[config.mk]
export PLATFORM = sky130hd
export DESIGN_NAME = counter_ctrl
export DESIGN_NICKNAME = d
export VERILOG_FILES = /design/src/rtl/counter_ctrl_pkg.sv /design/src/rtl/counter_ctrl_step_timer.sv /design/src/rtl/counter_ctrl.sv
export SDC_FILE = /design/constraint.sdc
export NUM_CORES = 1
export LEC_CHECK = 0
export BUFFER_PORTS_ARGS = -buffer_cell sky130_fd_sc_hd__buf_2
export CAP_MARGIN = 20
export CORE_AREA = 2 2 55 57
export CTS_CLUSTER_DIAMETER = 80
export DETAILED_ROUTE_END_ITERATION = 10
export DIE_AREA = 0 0 57 59
export PLACE_DENSITY = 0.65
export SETUP_SLACK_MARGIN = 0.15
export SLEW_MARGIN = 20
export SYNTH_ARGS = -nofsm -noshare
export SYNTH_HDL_FRONTEND = slang
export SYNTH_SLANG_ARGS = --single-unit
[constraint.sdc]
create_clock -name clk -period 3.2 [get_ports clk]
set_clock_uncertainty 0.1 [all_clocks]
set_input_delay 0.16 -clock clk [delete_from_list [all_inputs] [get_ports clk]]
set_output_delay 0.16 -clock clk [all_outputs]
set_load 0.005 [all_outputs]
[src/rtl/counter_ctrl_pkg.sv]
// Shared types for the counter_ctrl command initiator: command opcodes, FSM
// states and the boundary-step helper used by the controller.
package counter_ctrl_pkg;

   typedef enum logic [1:0] {
      OP_LOAD = 2'd0,
      OP_UP   = 2'd1,
      OP_DOWN = 2'd2,
      OP_HOLD = 2'd3
   } cmd_op_e;

   typedef enum logic [2:0] {
      ST_IDLE,
      ST_LOAD,
      ST_RUN,
      ST_WAIT,
      ST_DONE
   } ctrl_state_e;

   // True when a step issued now in direction `up` would cross the counter boundary.
   function automatic logic is_boundary(input logic up, input logic max_count, input logic zero);
      return up ? max_count : zero;
   endfunction

endpackage

[src/rtl/counter_ctrl_step_timer.sv]
// Loadable STEP_W down-counter shared by the RUN and WAIT phases of counter_ctrl;
// `last` flags the final active cycle (value == 1).
module ctrl_step_timer #(
   parameter int STEP_W = 8
) (
   input  logic              clk,
   input  logic              rst_n,
   input  logic              load,
   input  logic              dec,
   input  logic [STEP_W-1:0] load_value,
   output logic              last
);

   logic [STEP_W-1:0] value;

   always_ff @(posedge clk or negedge rst_n) begin
      if (!rst_n) begin
         value <= '0;
      end else if (load) begin
         value <= load_value;
      end else if (dec && (value != '0)) begin
         value <= value - STEP_W'(1);
      end
   end

   assign last = (value == STEP_W'(1));

endmodule

[src/rtl/counter_ctrl.sv]
// Command-driven initiator for an up/down loadable counter. Optional macro
// CTRL_SATURATE_EN stops at the counter boundary instead of wrapping.
module counter_ctrl
   import counter_ctrl_pkg::*;
#(
   parameter int WIDTH  = 4,
   parameter int STEP_W = 8
) (
   input  logic              clk,
   input  logic              rst_n,
   input  logic              cmd_valid,
   output logic              cmd_ready,
   input  logic [1:0]        cmd_op,
   input  logic [WIDTH-1:0]  cmd_data,
   input  logic [STEP_W-1:0] cmd_steps,
   output logic              load_n,
   output logic              up_down,
   output logic              ce,
   output logic [WIDTH-1:0]  data_load,
   input  logic              max_count,
   input  logic              zero,
   output logic              done,
   output logic              wrapped
);

   ctrl_state_e state;
   logic        ce_q;
   logic        accept;
   logic        boundary;
   logic        wrap_step;
   logic        timer_last;

`ifdef CTRL_SATURATE_EN
   localparam bit SATURATE = 1'b1;
   // NOTE: the boundary flags describe the current count, so the blocked step must be
   // suppressed in the same cycle; a registered gate would let one wrapping step through.
   assign ce = ce_q & ~boundary;
`else
   localparam bit SATURATE = 1'b0;
   assign ce = ce_q;
`endif

   assign accept    = (state == ST_IDLE) && cmd_valid && cmd_ready;
   assign boundary  = is_boundary(up_down, max_count, zero);
   assign wrap_step = ce_q && boundary;

   ctrl_step_timer #(.STEP_W(STEP_W)) u_timer (
      .clk        (clk),
      .rst_n      (rst_n),
      .load       (accept),
      .dec        ((state == ST_RUN) || (state == ST_WAIT)),
      .load_value (cmd_steps),
      .last       (timer_last)
   );

   // NOTE: every register here uses non-blocking assignment so all outputs change
   // together on the edge and never observe each other's next value.
   always_ff @(posedge clk or negedge rst_n) begin
      if (!rst_n) begin
         state     <= ST_IDLE;
         cmd_ready <= 1'b1;
         load_n    <= 1'b1;
         up_down   <= 1'b1;
         ce_q      <= 1'b0;
         data_load <= '0;
         done      <= 1'b0;
         wrapped   <= 1'b0;
      end else begin
         done <= 1'b0;
         case (state)
            ST_IDLE: begin
               if (accept) begin
                  cmd_ready <= 1'b0;
                  wrapped   <= 1'b0;
                  case (cmd_op_e'(cmd_op))
                     OP_LOAD: begin
                        state     <= ST_LOAD;
                        load_n    <= 1'b0;
                        data_load <= cmd_data;
                     end
                     OP_UP, OP_DOWN: begin
                        if (cmd_steps == '0) begin
                           state <= ST_DONE;
                           done  <= 1'b1;
                        end else begin
                           state   <= ST_RUN;
                           ce_q    <= 1'b1;
                           up_down <= (cmd_op_e'(cmd_op) == OP_UP);
                        end
                     end
                     default: begin
                        if (cmd_steps == '0) begin
                           state <= ST_DONE;
                           done  <= 1'b1;
                        end else begin
                           state <= ST_WAIT;
                        end
                     end
                  endcase
               end
            end
            ST_LOAD: begin
               load_n <= 1'b1;
               state  <= ST_DONE;
               done   <= 1'b1;
            end
            ST_RUN: begin
               if (wrap_step) wrapped <= 1'b1;
               // A blocked boundary step ends the command; the rest of its steps are dropped.
               if (timer_last || (SATURATE && wrap_step)) begin
                  ce_q  <= 1'b0;
                  state <= ST_DONE;
                  done  <= 1'b1;
               end
            end
            ST_WAIT: begin
               if (timer_last) begin
                  state <= ST_DONE;
                  done  <= 1'b1;
               end
            end
            ST_DONE: begin
               state     <= ST_IDLE;
               cmd_ready <= 1'b1;
            end
            default: begin
               state     <= ST_IDLE;
               cmd_ready <= 1'b1;
               ce_q      <= 1'b0;
               load_n    <= 1'b1;
            end
         endcase
      end
   end

endmodule

* After elaboration in Yosys (flattened, before gate mapping)
Index checks and enable logic that the tools add are counted.
** Word-level totals
- Bits in registers :: 21
- Latch bits :: 0
- Memory bits (writable) :: 0
- Memory bits (read-only) :: 0
- Input port bits :: 19
- Output and inout bits :: 10
- Word-level logic and storage cells :: 77
- Memories kept :: 0
** Operators by class
- Add/sub/neg operators :: 1
- Multipliers :: 0
- Div/mod/pow operators :: 0
- Order comparisons :: 0
- Equality and inequality tests :: 14
- Shift-type cells :: 0
- Multiplexer cells :: 26
- Bitwise gates (word level) :: 4
- Reduce and logical (&&, ||, !) cells :: 23
** Operator list (count)
- $mux 8 :: 2
- $mux 1 :: 13
- $mux 3 :: 4
- $pmux 3 s3 :: 1
- $reduce_and 3->1 :: 3
- $reduce_or 3->1 :: 3
- $eq 8x1->1 const B :: 1
- $logic_not 8->1 :: 1
- $ne 2x2->1 const B :: 4
- $reduce_bool 8->1 :: 1
- $sub 8x1->8 const B :: 1
- $eq 3x2->1 const B :: 2
- $ne 2x1->1 const B :: 3
- $pmux 1 s2 :: 3
- $pmux 1 s3 :: 2
- $pmux 3 s2 :: 1
- $reduce_and 5->1 :: 1
- $logic_and 1x1->1 :: 4
- $not 1->1 :: 4
- $reduce_and 2->1 :: 2
- $reduce_and 4->1 :: 1
- $reduce_bool 2->1 :: 2
- $reduce_or 2->1 :: 2
- $eq 3x1->1 const B :: 1
- other kinds (6) :: 6

* Longest topological paths before layout
- Word-level depth :: 5
- Depth in mapped cells :: 6
- Mapped depth without buffers :: 5

* By module
Synthesis repeated with hierarchy kept, for this count alone.
** Second synthesis, totals
- Cell total of the unflattened synthesis :: 130
- Area total of the unflattened synthesis :: 1325.0 um^2
** Modules (own cells, without submodules)
- counter_ctrl :: instances 1, cells an instance 66, area an instance 750.7 um^2, seq. area each 329.1 um^2
- ctrl_step_timer :: instances 1, cells an instance 64, area an instance 574.3 um^2, seq. area each 200.2 um^2

* Worst setup path after synthesis
No wires, ideal clock.
- Kind :: reg2reg
- From :: register cmd_ready
- To :: register u_timer.value[4]
- Setup time :: 0.142 ns
- Arrival time :: 1.424 ns
- Required time :: 2.958 ns
- Path slack :: 1.535 ns
- Cell stages (with the launch flop) :: 6
- Path buffers :: 1
- Clock period less this slack :: 1.665 ns
- Cells stage by stage :: dfstp_2 > nand2_1 > or4_1 > clkbuf_1 > o311ai_0 > o211ai_1
** Between the ends
- Cells in the longest elaborated chain, start to end :: 2
- Elaborated cells on any way between the ends :: 3
- Classes of those cells :: mux (1); reduce/logical (2)
** RTL lines
- from (decl) :: RTL line counter_ctrl.sv:12 : output logic cmd_ready,
- from (signal assigned) :: RTL line counter_ctrl.sv:61 : cmd_ready <= 1'b1;
- from (signal assigned) :: RTL line counter_ctrl.sv:73 : cmd_ready <= 1'b0;
- from (signal assigned) :: RTL line counter_ctrl.sv:124 : cmd_ready <= 1'b1;
- $logic_and 1x1->1 * :: RTL line counter_ctrl.sv:43 : assign accept = (state == ST_IDLE) && cmd_valid && cmd_ready;
- $mux 8 or $reduce_bool 2->1 (tied branches)
- to (signal assigned) :: RTL line counter_ctrl_step_timer.sv:20 : value <= load_value;
- to (signal assigned) :: RTL line counter_ctrl_step_timer.sv:22 : value <= value - STEP_W'(1);
- to (decl) :: RTL line counter_ctrl_step_timer.sv:14 : logic [STEP_W-1:0] value;
Mark *: on every way between the ends. The rest lies on a longest branch, timed or not.
A chain may end at the register's enable or synchronous reset.

* Worst setup path after layout
- From :: register cmd_ready
- To :: register data_load[2]
** Between the ends
- Cells in the longest elaborated chain, start to end :: 2
** RTL lines
- $logic_and 1x1->1 :: RTL line counter_ctrl.sv:43
- $reduce_and 3->1 (no source line)
- to (signal assigned) :: RTL line counter_ctrl.sv:79 : data_load <= cmd_data;
- to (decl) :: RTL line counter_ctrl.sv:19 : output logic [WIDTH-1:0] data_load,
No other way between the ends.

==> qor.log <==
[status] result of the run complete, no violations
[clocking] Clock transition at path regs 0.13 ns
[die] total die area 3360 um2
[synthesis] Syn Nets 139
[critical_path] worst setup path class register to register
[sta] final setup fails 0
[clocking] maximum level of the CTS H-tree 1
[critical_path] worst-path cell with the longest stage delay sky130_fd_sc_hd__nor4_4
[drt] total routed wirelength 2720 um
[synthesis] number of storage elements in the synthesis netlist 21
[critical_path] CP required 3.32 ns
[cells_and_area] count of placed standard cells in the final layout, fillers left out 184
[die] top-level I/O count 29
[global_route] vias in the first global route 982
[drt] vias per inst 5.77
[cells_and_area] Total Nets Final 178
[synthesis] Mean Syn Cell Area 10.2 um2
[drt] DRT antenna net count 0
[placed_design] buffers added on ports 28
[hold_path] Tightest Hold Check Type input pin to register
[synthesis] top flip-flop cell by instance count after synthesis sky130_fd_sc_hd__dfrtp_1
[clocking] root buffer selected by CTS sky130_fd_sc_hd__clkbuf_4
[critical_path] arrival time reported for the critical path endpoint 2.24 ns
[drt] via count 1061
[power_and_ir_drop] Static Leakage 0.641 nW
[drt] iteration-0 DRC count of the detailed router 37
[die] initial cell density of the core 0.433
[critical_path] crit-path cells nand2_1, nor4_4, nand2_1, mux2_2
[sta] pin slew with the least headroom to its limit 0.800 ns
[clocking] number of clock buffers inserted by TritonCTS 3
[synthesis] Area contributors post-synth sky130_fd_sc_hd__dfrtp_1, sky130_fd_sc_hd__dfstp_2, sky130_fd_sc_hd__ha_1
[critical_path] kind of end point of the critical path register
[sta] worst relative slew slack 0.463
[power_and_ir_drop] VDD IR-drop max 467 uV
[critical_path] largest delay contributor family on the critical path simple AND/OR/NAND/NOR gates
[clocking] clock insertion delay at the later pin of the skew report 0.32 ns
[critical_path] worst path bufs/invs 0
[sta] Sum Neg Setup Slack 0 ns
[synthesis] post-synth cell types 40
[synthesis] share of async-settable or async-resettable flops after synthesis 1.00
[cells_and_area] post-route core utilization 0.538
[sta] pins over their slew limit 0
[placed_design] RD Place Congestion 0.856
[critical_path] Startpoint Class register
[global_route] sum of overflow across all layers after global routing 0
[sta] RSZ-0062 raised after global routing no
[clocking] maximum clock insertion buffer count 2
[sta] Final Hold Violating Endpoints 0
[global_route] number of antenna violations at the first check in global routing 0
[clocking] TritonCTS clock tree built
[cells_and_area] layout cells sized above 1 0.294
[power_and_ir_drop] power density normalized to cell area 801 nW/um2
[job] Maximum Capacitance Violations 0
[global_route] global-route total usage across every layer 0.178
[die] Row Count 19
[power_and_ir_drop] post-layout power 1.17 mW
[cells_and_area] layout overhead on the synthesized area 24.3%
[sta] hold_ws 0.0201 ns
[global_route] maximum number of pins on one net before global-route repair 22
[sta] post-route fraction of the period consumed by the critical path 0.664
[synthesis] Mapped Area 1170 um2
[placed_design] HPWL Detailed 1920 um
[placed_design] Inst Count DP 169
[die] Vert. Die Dim 59 um
[sta] min Tclk post-route 2.12 ns
[die] die outline width 57 um
[sta] achievable frequency 0.471 GHz
[synthesis] Yosys Warn Count 0
[clocking] buffers inserted during post-CTS setup optimization 0
[synthesis] post-synthesis sequential area ratio 0.451
[drt] post-detailed-route wirelength per cell 14.8 um
[critical_path] Critical Path Most Common Cell sky130_fd_sc_hd__nand2_1
[drt] total iterations of the first detailed-routing run 4
[critical_path] critical path's largest stage delay 0.62 ns
[global_route] first-pass GRT wire length 4660 um
[synthesis] number of flops mapped to enable cells by yosys 0
[cells_and_area] fill cell count 244
[synthesis] number of standard cells after synthesis 115
[drt] DRC violations left 0
[clocking] number of cells upsized or downsized after cts 0
[synthesis] portion of synthesized cell area occupied by the leading cell type 0.384
[critical_path] maximum fanout count along the critical path 15
[die] Core Footprint 2710 um2
[cells_and_area] number of diodes 0
[synthesis] largest area contributor in the netlist sky130_fd_sc_hd__dfrtp_1
[clocking] count of clock tree sinks 21
## path summary, 6_finish.rpt
| kind | start | end | slack [ns] | cells past startpoint |
|---|---|---|---|---|
| min reg2reg | wrapped | wrapped | 0.39 | 2 |
| max reg2reg | cmd_ready | data_load[2] | 1.08 | 4 |
| min in group asynchronous | rst_n | done | 0.21 | 2 |
| max in group asynchronous | rst_n | load_n | 2.44 | 2 |
| min | zero | wrapped | 0.02 | 3 |
| max | cmd_ready | data_load[2] | 1.08 | 4 |
## registers in the layout (all words and copies together), names as in the netlist
signal         flops
cmd_ready          1
wrapped            1
ce                 1
state              3
load_n             1
done               1
data_load          4
up_down            1
u_timer.value      8
## cell usage after synthesis, types with 3 or more instances
library cell,instances
sky130_fd_sc_hd__o311ai_0,3
sky130_fd_sc_hd__or3_1,3
sky130_fd_sc_hd__mux2_2,5
sky130_fd_sc_hd__nand3_1,6
sky130_fd_sc_hd__nand2_1,15
sky130_fd_sc_hd__o21ai_0,3
sky130_fd_sc_hd__ha_1,5
sky130_fd_sc_hd__dfstp_2,3
sky130_fd_sc_hd__o211ai_1,4
sky130_fd_sc_hd__buf_2,3
sky130_fd_sc_hd__dfrtp_1,18
sky130_fd_sc_hd__nor2_1,8
sky130_fd_sc_hd__inv_1,5
## cells in the final DEF (no fill, tap or decap), drive strengths merged, types with 2 or more instances in the layout
| cell type | count |
|---|---|
| a31oi | 2 |
| buf | 28 |
| inv | 5 |
| dfrtp | 18 |
| nor2 | 8 |
| dfstp | 3 |
| dlygate4sd3 | 11 |
| ha | 5 |
| o211ai | 4 |
| nor4 | 3 |
| a32o | 2 |
| o311ai | 3 |
| clkbuf | 4 |
| o21ai | 3 |
| nand2b | 2 |
| nor2b | 2 |
| or3 | 3 |
| mux2i | 2 |
| nor3 | 3 |
| a221oi | 2 |
| mux2 | 5 |
| nand2 | 15 |
| nand3 | 6 |
## stage by stage
step / instance area, um2 / setup WS [ns]
finish: 1460 / 1.08
global route: 1460 / 0.926
CTS: 1460 / 1.08
detailed placement: 1320 / 1.10
global placement: 1320 / 1.22
floorplan: 1170 / 1.53
## logic make-up (layout without fill, tap and decap cells)
family          count (synthesis)  in the layout  synth area share
xor+xnor                        1              1           0.00746
simple gates                   46             46             0.211
fa+ha+maj                       5              5            0.0533
flops                          21             21             0.451
buf+inv                        10             48            0.0416
compound gates                 25             25             0.171
mux                             7              7            0.0650
## worst reg2reg max path, cell delays in order, from the launching register on
cell and delay [ns]:
sky130_fd_sc_hd__dfstp_2 0.58, sky130_fd_sc_hd__nand2_1 0.12, sky130_fd_sc_hd__nor4_4 0.62, sky130_fd_sc_hd__nand2_1 0.27, sky130_fd_sc_hd__mux2_2 0.33
## layer usage
metal / up-vias / routed length (um) / global-route usage
met1: 514 / 1190 / 0.240
met2: 33 / 1330 / 0.289
met4: 0 / 85 / 0.0864
met5: - / 0 / 0
met3: 7 / 124 / 0.0197
li1: 507 / - / -
## report_power, final
part | switching, mW | internal [mW] | total (mW) | leakage [nW]
clock network | 0.0904 | 0.0489 | 0.139 | 0.0150
logic | 0.265 | 0.239 | 0.504 | 0.372
registers | 0.127 | 0.398 | 0.525 | 0.254
total | 0.482 | 0.686 | 1.17 | 0.641
## area by class of cell
type | instances | area, um2 | share of cell area
inverters | 5 | 18.8 | 0.0129
well taps | 31 | 38.8 | 0.0266
repair buffers | 39 | 250 | 0.172
multi-input cells | 84 | 596 | 0.408
flip-flops and latches | 21 | 529 | 0.363
clock buffers | 4 | 26.3 | 0.0180
## what timing repair did
action | CTS | global route
setup endpoints to repair | 0 | 0
endpoints found under the hold margin | 28 | 0
hold buffers | 11 | 0
(Power assumes the default switching activity.)
